$ cat config.mk
export PLATFORM = sky130hd
export DESIGN_NAME = des_key_schedule
export DESIGN_NICKNAME = d
export VERILOG_FILES = /design/src/rtl/des_key_schedule.sv
export SDC_FILE = /design/constraint.sdc
export NUM_CORES = 1
export LEC_CHECK = 0
export ABC_CLOCK_PERIOD_IN_PS = 1580
export CAP_MARGIN = 15
export CORE_ASPECT_RATIO = 1.5
export CORE_UTILIZATION = 43
export DETAILED_ROUTE_END_ITERATION = 16
export PLACE_DENSITY = 0.79
export SYNTH_ARGS = -nofsm -noshare
export SYNTH_HDL_FRONTEND = slang
export SYNTH_SLANG_ARGS = --single-unit
$ cat constraint.sdc
create_clock -name clk -period 1.58 [get_ports clk]
set_input_delay 0.237 -clock clk [delete_from_list [all_inputs] [get_ports clk]]
set_output_delay 0.237 -clock clk [all_outputs]
set_load 0.01 [all_outputs]
$ cat src/rtl/des_key_schedule.sv
// DES round-key generator: streams K1..K16 from a PC-1-permuted key with valid/ready handshakes.
// Define DES_KEY_SCHEDULE_DECRYPT_EN to add a decrypt input that streams K16..K1 instead.
module des_key_schedule (
  input  logic        clk,
  input  logic        rst,
  input  logic [55:0] key_in,
  input  logic        key_valid,
  output logic        key_ready,
  output logic [47:0] subkey,
  output logic        subkey_valid,
  input  logic        subkey_ready,
  output logic [3:0]  round,
  output logic        done
`ifdef DES_KEY_SCHEDULE_DECRYPT_EN
  ,
  input  logic        decrypt
`endif
);

  typedef enum logic [0:0] {StIdle, StRun} state_e;

  // PC-2 selection, 1-based positions into the 56-bit CD register
  localparam int unsigned Pc2 [48] = '{
    14, 17, 11, 24,  1,  5,  3, 28, 15,  6, 21, 10,
    23, 19, 12,  4, 26,  8, 16,  7, 27, 20, 13,  2,
    41, 52, 31, 37, 47, 55, 30, 40, 51, 45, 33, 48,
    44, 49, 39, 56, 34, 53, 46, 42, 50, 36, 29, 32
  };

  state_e      state_q, state_d;
  logic [55:0] cd_q, cd_d;
  logic [3:0]  round_q, round_d;
  logic        done_q, done_d;
`ifdef DES_KEY_SCHEDULE_DECRYPT_EN
  logic        decrypt_q, decrypt_d;
`endif

  // Shift amount for table index 0..15 (DES rounds 1..16); returns 1 when the shift is 2
  function automatic logic shift_is_two(input logic [3:0] idx);
    return !(idx == 4'd0 || idx == 4'd1 || idx == 4'd8 || idx == 4'd15);
  endfunction

  // new c[k] = c[(k+n) mod 28], halves rotated independently
  function automatic logic [55:0] rotl(input logic [55:0] v, input logic by2);
    logic [27:0] c, d;
    c = v[27:0];
    d = v[55:28];
    if (by2) begin
      c = {c[1:0], c[27:2]};
      d = {d[1:0], d[27:2]};
    end else begin
      c = {c[0], c[27:1]};
      d = {d[0], d[27:1]};
    end
    return {d, c};
  endfunction

`ifdef DES_KEY_SCHEDULE_DECRYPT_EN
  function automatic logic [55:0] rotr(input logic [55:0] v, input logic by2);
    logic [27:0] c, d;
    c = v[27:0];
    d = v[55:28];
    if (by2) begin
      c = {c[25:0], c[27:26]};
      d = {d[25:0], d[27:26]};
    end else begin
      c = {c[26:0], c[27]};
      d = {d[26:0], d[27]};
    end
    return {d, c};
  endfunction
`endif

  always_comb begin
    state_d   = state_q;
    cd_d      = cd_q;
    round_d   = round_q;
    done_d    = 1'b0;
`ifdef DES_KEY_SCHEDULE_DECRYPT_EN
    decrypt_d = decrypt_q;
`endif
    case (state_q)
      StIdle: begin
        if (key_valid) begin
          state_d = StRun;
          round_d = 4'd0;
          cd_d    = rotl(key_in, 1'b0);
`ifdef DES_KEY_SCHEDULE_DECRYPT_EN
          decrypt_d = decrypt;
          // C0D0 equals C16D16, so decryption starts from the unrotated key
          if (decrypt) cd_d = key_in;
`endif
        end
      end
      StRun: begin
        if (subkey_ready) begin
          if (round_q == 4'd15) begin
            state_d = StIdle;
            done_d  = 1'b1;
          end else begin
            round_d = round_q + 4'd1;
            cd_d    = rotl(cd_q, shift_is_two(round_q + 4'd1));
`ifdef DES_KEY_SCHEDULE_DECRYPT_EN
            if (decrypt_q) cd_d = rotr(cd_q, shift_is_two(4'd15 - round_q));
`endif
          end
        end
      end
      default: state_d = StIdle;
    endcase
  end

  always_ff @(posedge clk) begin
    if (rst) begin
      state_q   <= StIdle;
      cd_q      <= '0;
      round_q   <= 4'd0;
      done_q    <= 1'b0;
`ifdef DES_KEY_SCHEDULE_DECRYPT_EN
      decrypt_q <= 1'b0;
`endif
    end else begin
      state_q   <= state_d;
      cd_q      <= cd_d;
      round_q   <= round_d;
      done_q    <= done_d;
`ifdef DES_KEY_SCHEDULE_DECRYPT_EN
      decrypt_q <= decrypt_d;
`endif
    end
  end

  always_comb begin
    subkey = '0;
    for (int i = 0; i < 48; i++) begin
      subkey[i] = cd_q[Pc2[i] - 1];
    end
  end

  assign key_ready    = (state_q == StIdle);
  assign subkey_valid = (state_q == StRun);
  assign round        = round_q;
  assign done         = done_q;

endmodule

==> results of run 1 <==
-- state kept, by name, summed over array words and instances (netlist names) --
register and count:
subkey_valid 1, done 1, cd_q 56, round 4
-- area by class of cell --
class | instances | area share, %
multi-input cells | 256 | 36.5
repair buffers | 165 | 32.5
flip-flops and latches | 62 | 22.7
clock buffers | 11 | 4.59
well taps | 107 | 2.42
clock inverters | 5 | 1.02
inverters | 4 | 0.316
-- what timing repair did --
item / in CTS / in global routing
pin swaps: 2 / 4
endpoints found under the hold margin: 0 / 0
gates resized for setup: 30 / 35
buffers inserted: 2 / 7
gates cloned: 0 / 7
setup endpoints to repair: 64 / 58
-- through the flow --
step           cells  setup WS, ns
2_1_floorplan    413      -0.00231
3_3_place_gp     578        -0.124
3_5_place_dp     578        -0.203
4_1_cts          596        -0.120
5_1_grt          610        -0.231
6_report         610        -0.160
-- kinds of logic (layout without fill, tap and decap cells) --
logic type,Yosys count,in the layout
xor+xnor,1,1
fa+ha+maj,3,3
compound gates,120,120
buf+inv,95,185
mux,57,57
flops,62,62
simple gates,75,75
-- final timing paths --
check | slack, ns | endpoint | start
setup / recovery | -0.16 | cd_q[55]$_SDFFE_PP0P_ | round[0]$_SDFFE_PP0P_
hold / removal | 0.52 | cd_q[8]$_SDFFE_PP0P_ | cd_q[8]$_SDFFE_PP0P_
setup reg to reg | -0.16 | cd_q[55]$_SDFFE_PP0P_ | round[0]$_SDFFE_PP0P_
hold reg to reg | 0.52 | cd_q[8]$_SDFFE_PP0P_ | cd_q[8]$_SDFFE_PP0P_
-- worst reg2reg max path, cell delays in order (launching register included) --
cell,delay [ns]
dfxtp_4,0.38
inv_4,0.05
ha_4,0.15
a21o_1,0.17
a21oi_2,0.18
o21ai_4,0.09
buf_12,0.16
buf_12,0.15
mux2i_1,0.14
o221ai_1,0.14
-- layer usage --
layer	GRT usage (%)	routed length (µm)	part of all wire [%]	up-vias
met4	10.6	267	2.4	0
li1	-	-	-	1704
met1	25.2	4360	39	1757
met2	39.8	5980	54	130
met5	0	0	0	-
met3	2.34	509	4.6	22
-- layout by cell type, fill, tap and decap left out, types with 4 or more instances in the layout --
cell type	Yosys	layout
clkbuf_16	0	16
dfxtp_1	62	56
a31oi_1	54	54
dfxtp_4	0	4
nand2_1	5	5
clkdlybuf4s50_1	0	112
nor2_1	6	6
buf_6	3	6
and4_1	54	54
o21ai_1	24	53
buf_4	55	27
mux2i_1	57	55
buf_12	0	10
-- where the power goes --
part	switching, mW	leakage, nW	internal (mW)
sequential	0.106	0.512	1.65
combinational	0.421	1.67	0.575
clock	0.713	0.151	1.31
total	1.24	2.33	3.54
==> impl_metrics.csv, run 1 <==
group,metric,value,unit
sta,rsz0062_at_grt,"true",
drt,firstDrtPassIters,5,
setup_path,timing_worst_setup_path_type,"reg2reg",
setup_path,crit_top_cell,"buf_12",
status,status,"complete, but fails checks",
clock_tree,h-tree-depth,3,
synthesis,netlist_area,3740,µm²
clock_tree,path_clk_slew,0.06,ns
synthesis,syn-num-nets,476,
sta,finalMaxSlewViolations,0,
sta,hold_viol,0,
synthesis,synth_top_family_by_area,"compound AO/OA/AOI/OAI gates",
synthesis,syn_area_per_cell,9.06,µm²
setup_path,r2r_cells,9,
sta,setup_viol,58,
hold_path,hold_depth,2,
clock_tree,holdBufCountCts,0,
cells_and_area,fin_nets,561,
power,ir_drop,0.587,mV
synthesis,synthTopCellsByArea,"dfxtp_1, mux2i_1, and4_1, buf_4, a31oi_1",
setup_path,required,1.77,ns
synthesis,synthTopCellsByCount,"dfxtp_1, mux2i_1, buf_4",
global_route,gr-total-overflow,0,
cells_and_area,multiInputGateArea,2020,µm²
floorplanning,fp-row-count,41,
placed_design,dp_hpwl,6770,µm
drt,wl_per_cell,18.2,µm
placed_design,gp_congestion,0.863,
setup_path,cp_slowest_cell,"dfxtp_4",
setup_path,crit_arrival,1.93,ns
floorplanning,chipWidth,78.1,µm
cells_and_area,final_area,5540,µm²
floorplanning,die_h,116,µm
drt,routed_via_density,5.92,
synthesis,synthSimpleGateAreaFrac,15.5,%
clock_tree,cts.sinks,62,
power,total_power,4.78,mW
clock_tree,cts_tree,"done",
synthesis,yosysMostFrequentCell,"dfxtp_1",
sta,slew_headroom,65.3,%
setup_path,critPathLaunchType,"flip-flop",
global_route,grt_pass1_wl,15900,µm
cells_and_area,final_core_util,65.8,%
floorplanning,dieArea,9080,µm²
clock_tree,cts_buffers,9,
sta,tns,-5.60,ns
synthesis,netlist.top_cell.by_area,"dfxtp_1",
sta,worst_pin_slew,0.521,ns
hold_path,hold_path.class,"reg2reg",
setup_path,cp-end-kind,"flip-flop",
placed_design,io_buffers,114,
synthesis,synth_top_area_share,33.2,%
synthesis,synth_seq_cells,62,
setup_path,path_max_fanout,11,
power,power.density,864,nW/µm²
synthesis,async_reset_ff_share,0,%
synthesis,synth_compound_area_share,18.8,%
power,leakage,2.33,nW
synthesis,synth-edff-count,0,
synthesis,synthesis.instances,413,
setup_path,critPathBufInv,3,
cells_and_area,regArea,1260,µm²
global_route,grt_pass1_vias,3403,
floorplanning,io_pins,115,
drt,drc,0,
synthesis,ys.flop_type,"dfxtp_1",
global_route,antenna_found_initial,0,
cells_and_area,n_fill_cell,701,
synthesis,ys_types,29,
sta,fin_crit_sh,110,%
setup_path,cp.depth,9,
cells_and_area,drive_gt1_share,19.1,%
clock_tree,cts_root_buf,"clkbuf_16",
clock_tree,clock_latency,0.32,ns
synthesis,synthAdderAreaFrac,1.00,%
placed_design,placed_cell_area,4860,µm²
cells_and_area,area_growth,48.0,%
synthesis,seq_area_frac_synth,33.2,%
clock_tree,cts_buffer_depth,2,
status,violations,"setup timing",
synthesis,synthMuxAreaShare,15.3,%
global_route,grt_max_degree,52,
drt,ant_nets,0,
setup_path,path_delay_family,"compound AO/OA/AOI/OAI gates",
drt,drt_wl_total,11100,µm
drt,drt_iter0_markers,343,
job,cap_violations,0,
floorplanning,core,8410,µm²
floorplanning,initial_core_util,44.5,%
drt,vias,3613,
sta,fin_skew,0.00787,ns
synthesis,synth_warnings,0,
synthesis,yosys.area_share.xor_xnor,0.234,%
sta,fmax,0.575,GHz
global_route,grt_usage,21.8,%
sta,fin_crit,1.74,ns
sta,fin_ws,-0.160,ns
cells_and_area,antennaDiodeCount,0,
setup_path,path_cells,"inv_4 -> ha_4 -> a21o_1 -> a21oi_2 -> o21ai_4 -> buf_12 -> buf_12 -> mux2i_1 -> o221ai_1",
sta,whs,0.524,ns
setup_path,max_stage_delay,0.38,ns
No activity file was read; power rests on OpenSTA's default activity.
==> inputs of run 2 (changes only) <==
--- a/config.mk
+++ b/config.mk
@@ -11,6 +11,7 @@
 export CORE_UTILIZATION = 43
 export DETAILED_ROUTE_END_ITERATION = 16
 export PLACE_DENSITY = 0.79
+export SKIP_LAST_GASP = 1
 export SYNTH_ARGS = -nofsm -noshare
 export SYNTH_HDL_FRONTEND = slang
 export SYNTH_SLANG_ARGS = --single-unit
==> run 2 against run 1 <==
  * Setup slack gained 0.049 ns
  * Via count shrank 3.8%
  * Combinational power shrank 9.5%
  * Final cell count shrank 2.0%
  * Total power shrank 2.4%
  * Clock skew shrank 0.0011 ns
  * Wire length shrank 11%
  * Critical path type unchanged
  * The run still ends with setup timing left
  * Global-route usage shrank 0.20 points
  * Critical path depth is the same
  * Clock power is essentially flat
  * Sequential share of layout area grew 1.2 points
  * Sequential power is essentially flat
==> impl_metrics.csv, run 2 (synthesized netlist as in run 1, its figures left out) <==
group,metric,value,unit
hold_path,holdPathEnd,"cd_q[8]$_SDFFE_PP0P_",
drt,vias,3476,
power,total_power,4.67,mW
placed_design,place_inst,578,
setup_path,reg2reg_to,"cd_q[16]$_SDFFE_PP0P_",
placed_design,dp_hpwl,6770,µm
cells_and_area,n_fill_cell,741,
setup_path,path_cells,"inv_2 -> ha_2 -> a21o_1 -> a21oi_2 -> o21ai_4 -> buf_12 -> buf_12 -> mux2i_1 -> o21ai_1",
hold_path,min-delay-start,"cd_q[8]$_SDFFE_PP0P_",
drt,firstDrtPassIters,4,
floorplanning,core,8410,µm²
global_route,grt_pass1_wl,15800,µm
hold_path,hold_depth,2,
setup_path,critPathLaunchType,"flip-flop",
cells_and_area,layout.cells.non_filler,598,
global_route,grt_most_used_layer,"met2",
floorplanning,initial_core_util,44.5,%
power,combPwrFrac,19.3,%
drt,drt_wl_total,9850,µm
power,ir_drop,0.584,mV
power,leakage,2.21,nW
floorplanning,io_pins,115,
setup_path,r2r_setup_slack,-0.11,ns
drt,routed_via_density,5.81,
global_route,grt_pass1_vias,3386,
clock_tree,path_clk_slew,0.05,ns
clock_tree,h-tree-depth,3,
setup_path,timing_worst_setup_path_type,"reg2reg",
clock_tree,cts.sinks,62,
floorplanning,fp-row-count,41,
status,violations,"setup timing",
setup_path,rr_startpoint,"round[0]$_SDFFE_PP0P_",
setup_path,crit_top_cell,"buf_12",
setup_path,crit_arrival,1.89,ns
hold_path,hold_path.class,"reg2reg",
setup_path,cp-end-kind,"flip-flop",
floorplanning,chipWidth,78.1,µm
clock_tree,clock_latency,0.32,ns
floorplanning,dieArea,9080,µm²
cells_and_area,area_growth,40.3,%
sta,fin_crit,1.69,ns
power,cell_internal_pwr,3.49,mW
clock_tree,cts_buffers,9,
drt,drt_iter0_markers,233,
sta,fin_crit_sh,107,%
cells_and_area,antennaDiodeCount,0,
power,swShare,25.4,%
cells_and_area,final_cell_mix,"clkdlybuf4s50_1, dfxtp_1, mux2i_1, and4_1, a31oi_1",
cells_and_area,drive_gt1_share,15.7,%
global_route,grt_usage,21.6,%
drt,wl_per_cell,16.5,µm
cells_and_area,layout_commonest_cell,"clkdlybuf4s50_1",
placed_design,gp_congestion,0.863,
status,status,"complete, but fails checks",
sta,setup_viol,54,
sta,fmax,0.591,GHz
cells_and_area,top_register,"cd_q",
global_route,grt_max_degree,52,
global_route,antenna_found_initial,0,
power,pwr-share-seq,37.7,%
clock_tree,cts_root_buf,"clkbuf_16",
sta,hold_viol,0,
cells_and_area,regArea,1250,µm²
cells_and_area,largest_reg_flops,56,
sta,finalMaxSlewViolations,0,
cells_and_area,fin_nets,549,
sta,slew_headroom,67.0,%
cells_and_area,final_core_util,62.4,%
setup_path,max_stage_delay,0.37,ns
clock_tree,cts_buffer_depth,2,
sta,fin_skew,0.00675,ns
power,switchingPower,1.18,mW
sta,rsz0062_at_grt,"true",
placed_design,io_buffers,114,
power,power.density,890,nW/µm²
setup_path,r2r_cells,9,
clock_tree,cts_tree,"done",
sta,fin_ws,-0.111,ns
drt,drc,0,
setup_path,cp_slowest_cell,"dfxtp_4",
sta,worst_pin_slew,0.495,ns
clock_tree,holdBufCountCts,0,
global_route,gr-total-overflow,0,
job,cap_violations,0,
power,clkPwrFrac,43.1,%
floorplanning,die_h,116,µm
drt,ant_nets,0,
global_route,gr-usage-met3,2.34,%
setup_path,required,1.78,ns
global_route,gr-usage-met1,25.1,%
setup_path,path_max_fanout,18,
cells_and_area,multiInputGateArea,1970,µm²
global_route,grt_use_met2,39.2,%
==> run 2: changes by cell type in the layout (fill, tap and decap cells not counted), sizes merged <==
cell    previous run  this run
clkbuf            17        11
buf               46        40
==> run 2: cell type report <==
cell class	instances	area share, %
flip-flops and latches	62	23.9
multi-input cells	256	37.6
clock inverters	5	1.07
well taps	107	2.55
clock buffers	11	4.84
inverters	4	0.286
repair buffers	153	29.7
==> run 2: how the worst max path moves through the flow <==
stage,from,to,cells past startpoint
floorplan,round[0]$_SDFFE_PP0P_,cd_q[32]$_SDFFE_PP0P_,8
global placement,subkey_ready,cd_q[26]$_SDFFE_PP0P_,7
detailed placement,subkey_ready,cd_q[0]$_SDFFE_PP0P_,7
CTS,round[0]$_SDFFE_PP0P_,cd_q[55]$_SDFFE_PP0P_,9
global route,round[0]$_SDFFE_PP0P_,cd_q[2]$_SDFFE_PP0P_,8
finish,round[0]$_SDFFE_PP0P_,cd_q[16]$_SDFFE_PP0P_,9
==> run 2: timing repair <==
action                                  CTS  global route
endpoints found under the hold margin     0             0
pin swaps                                 2             2
endpoints found under the setup margin   64            58
setup buffers                             2             2
gates resized for setup                  14            14
==> run 2: layer usage <==
metal / part of all wire [%] / vias to the layer above
met1: 40 / 1672
met2: 53 / 114
met4: 2.5 / 0
li1: - / 1672
met3: 4.3 / 18
met5: 0 / -
==> run 2: worst max-delay path, delay by kind of cell, from the launching register on <==
family	cells	cell delay [ns]
muxes	1	0.17
DFF	1	0.37
buffers and inverters	3	0.36
AOI/OAI and AO/OA	4	0.49
adders and majority gates	1	0.17
==> run 2: per-stage QoR <==
step	setup TNS, ns	hold slack [ns]	setup slack, ns	area, µm²
after detailed placement	-9.75	0.506	-0.203	4860
final	-3.85	0.515	-0.111	5250
after global placement	-5.81	0.482	-0.124	4860
after floorplan	-0.0463	0.300	-0.00231	3820
after CTS	-4.76	0.523	-0.127	5210
after global routing	-7.33	0.564	-0.184	5250
==> run 2: power groups by stage <==
stage | Sequential (mW) | Combinational, mW | Clock (mW)
after floorplan | 1.76 | 0.543 | 0
after global placement | 1.78 | 0.858 | 0
after detailed placement | 1.79 | 0.877 | 0
after CTS | 1.76 | 0.891 | 2.05
after global routing | 1.77 | 0.969 | 2.10
final | 1.76 | 0.901 | 2.01
==> inputs of run 3 (changes only) <==
==> constraint.sdc (replaced) <==
create_clock -name clk -period 1.58 [get_ports clk]
set_input_delay 0.237 -clock clk [delete_from_list [all_inputs] [get_ports clk]]
set_output_delay 0.237 -clock clk [all_outputs]
set_load 0.02 [all_outputs]
==> run 3 against run 2 <==
  * The flow still finishes with violations (setup timing)
  * Via count decreased by 0.63%
  * First-iteration DRC count fell by 37%
  * Global-route usage fell by 0.36 points
  * Sequential power about the same
  * Cell area rose by 1.5%
  * Die area did not move
  * Total power is 1.9% lower
  * Critical endpoint is now cd_q[43]$_SDFFE_PP0P_
  * Largest cell class unchanged
  * Largest power group unchanged
==> impl_metrics.csv, run 3 (synthesized netlist as in run 1, its figures left out) <==
group,metric,value,unit
status,status,"complete, but fails checks",
status,violations,"setup timing",
setup_path,cp-end-kind,"flip-flop",
global_route,antenna_found_initial,0,
floorplanning,io_pins,115,
global_route,grt_pass1_vias,3316,
drt,routed_via_density,5.80,
placed_design,dp_hpwl,6670,µm
cells_and_area,antennaDiodeCount,0,
cells_and_area,final_core_util,63.3,%
cells_and_area,final_cell_mix,"clkdlybuf4s50_1, dfxtp_1, mux2i_1, and4_1, a31oi_1",
placed_design,io_buffers,114,
cells_and_area,largest_reg_flops,56,
setup_path,path_delay_family,"compound AO/OA/AOI/OAI gates",
clock_tree,cts_buffers,9,
setup_path,critPathLaunchType,"flip-flop",
clock_tree,cts_tree,"done",
drt,drt_iter0_markers,147,
global_route,grt_pass1_wl,15400,µm
setup_path,path_cells,"inv_4 -> ha_4 -> a21o_1 -> a21oi_2 -> o21ai_4 -> buf_12 -> clkbuf_16 -> mux2i_1 -> o21ai_1",
sta,whs,0.487,ns
hold_path,hold_path.class,"in2reg",
global_route,gr-total-overflow,0,
clock_tree,path_clk_slew,0.05,ns
cells_and_area,n_fill_cell,705,
sta,fin_ws,-0.151,ns
setup_path,timing_worst_setup_path_type,"reg2reg",
sta,hold_viol,0,
sta,worst_pin_slew,0.355,ns
placed_design,place_ws,-0.172,ns
setup_path,required,1.78,ns
floorplanning,fp-row-count,41,
floorplanning,core,8410,µm²
floorplanning,dieArea,9080,µm²
sta,fin_crit_sh,110,%
power,total_power,4.58,mW
floorplanning,initial_core_util,44.5,%
setup_path,critPathBufInv,3,
sta,setup_viol,56,
power,ir_drop,0.647,mV
cells_and_area,layout_commonest_cell,"clkdlybuf4s50_1",
placed_design,gp_congestion,0.839,
setup_path,cp_slowest_cell,"dfxtp_4",
power,power.density,859,nW/µm²
sta,fmax,0.578,GHz
cells_and_area,regArea,1250,µm²
drt,wl_per_cell,16.9,µm
sta,fin_skew,0.00667,ns
power,leakage,2.74,nW
setup_path,max_stage_delay,0.38,ns
job,cap_violations,0,
floorplanning,die_h,116,µm
clock_tree,clock_latency,0.33,ns
clock_tree,cts_root_buf,"clkbuf_16",
drt,drc,0,
drt,vias,3454,
sta,finalMaxSlewViolations,0,
clock_tree,h-tree-depth,3,
sta,rsz0062_at_grt,"true",
cells_and_area,area_growth,42.5,%
setup_path,path_max_fanout,11,
drt,ant_nets,0,
global_route,grt_usage,21.2,%
cells_and_area,multiInputGateArea,1970,µm²
floorplanning,chipWidth,78.1,µm
sta,slew_headroom,76.4,%
drt,firstDrtPassIters,4,
clock_tree,cts.sinks,62,
cells_and_area,fin_nets,547,
sta,fin_crit,1.73,ns
cells_and_area,drive_gt1_share,14.5,%
setup_path,crit_arrival,1.94,ns
drt,drt_wl_total,10000,µm
cells_and_area,top_register,"cd_q",
global_route,grt_max_degree,45,
clock_tree,cts_buffer_depth,2,
-- run 3: changes by cell type in the layout (fill, tap and decap cells not counted), sizes merged, moves of 2 or more --
cell and delta:
clkinvlp +2, clkbuf +4, dlygate4sd2 +24, dlymetal6s2s +26, clkdlybuf4s50 -50, buf -6
-- run 3: repair_timing --
action,4_1_cts,5_1_grt
gates resized for setup,29,60
buffers inserted,1,3
pin swaps,0,6
cloned,0,4
hold buffers,0,0
setup endpoints to repair,83,84
-- run 3: layer usage --
layer	vias to the layer above	track usage (%)	share of wire, %
li1	1676	-	-
met1	1641	24.1	41
met2	115	38.7	52
met3	22	2.97	4.4
met4	0	10.6	2.5
met5	-	0	0
-- run 3: where the power goes --
part	switching [mW]	internal (mW)	leakage [nW]
sequential	0.101	1.66	0.511
combinational	0.455	0.512	2.10
clock	0.704	1.15	0.133
-- run 3: worst paths after layout --
check / start / slack, ns / cells past startpoint / endpoint
setup / recovery: round[0]$_SDFFE_PP0P_ / -0.15 / 9 / cd_q[43]$_SDFFE_PP0P_
hold / removal: key_valid / 0.49 / 2 / subkey_valid$_SDFF_PP0_
setup reg to reg: round[0]$_SDFFE_PP0P_ / -0.15 / 9 / cd_q[43]$_SDFFE_PP0P_
hold reg to reg: cd_q[8]$_SDFFE_PP0P_ / 0.51 / 2 / cd_q[8]$_SDFFE_PP0P_
-- run 3: area by class of cell --
cell class	instances	area share [%]
multi-input cells	256	37.0
repair buffers	151	31.3
flip-flops and latches	62	23.5
clock buffers	11	4.77
well taps	107	2.51
clock inverters	5	0.610
inverters	4	0.329
-- run 3: stage by stage --
stage	instance area, µm²	setup TNS [ns]	instances
floorplan	3830	-0.384	413
global placement	4820	-5.36	572
detailed placement	4820	-7.75	572
CTS	5080	-2.50	589
global route	5330	-9.10	596
finish	5330	-5.59	596
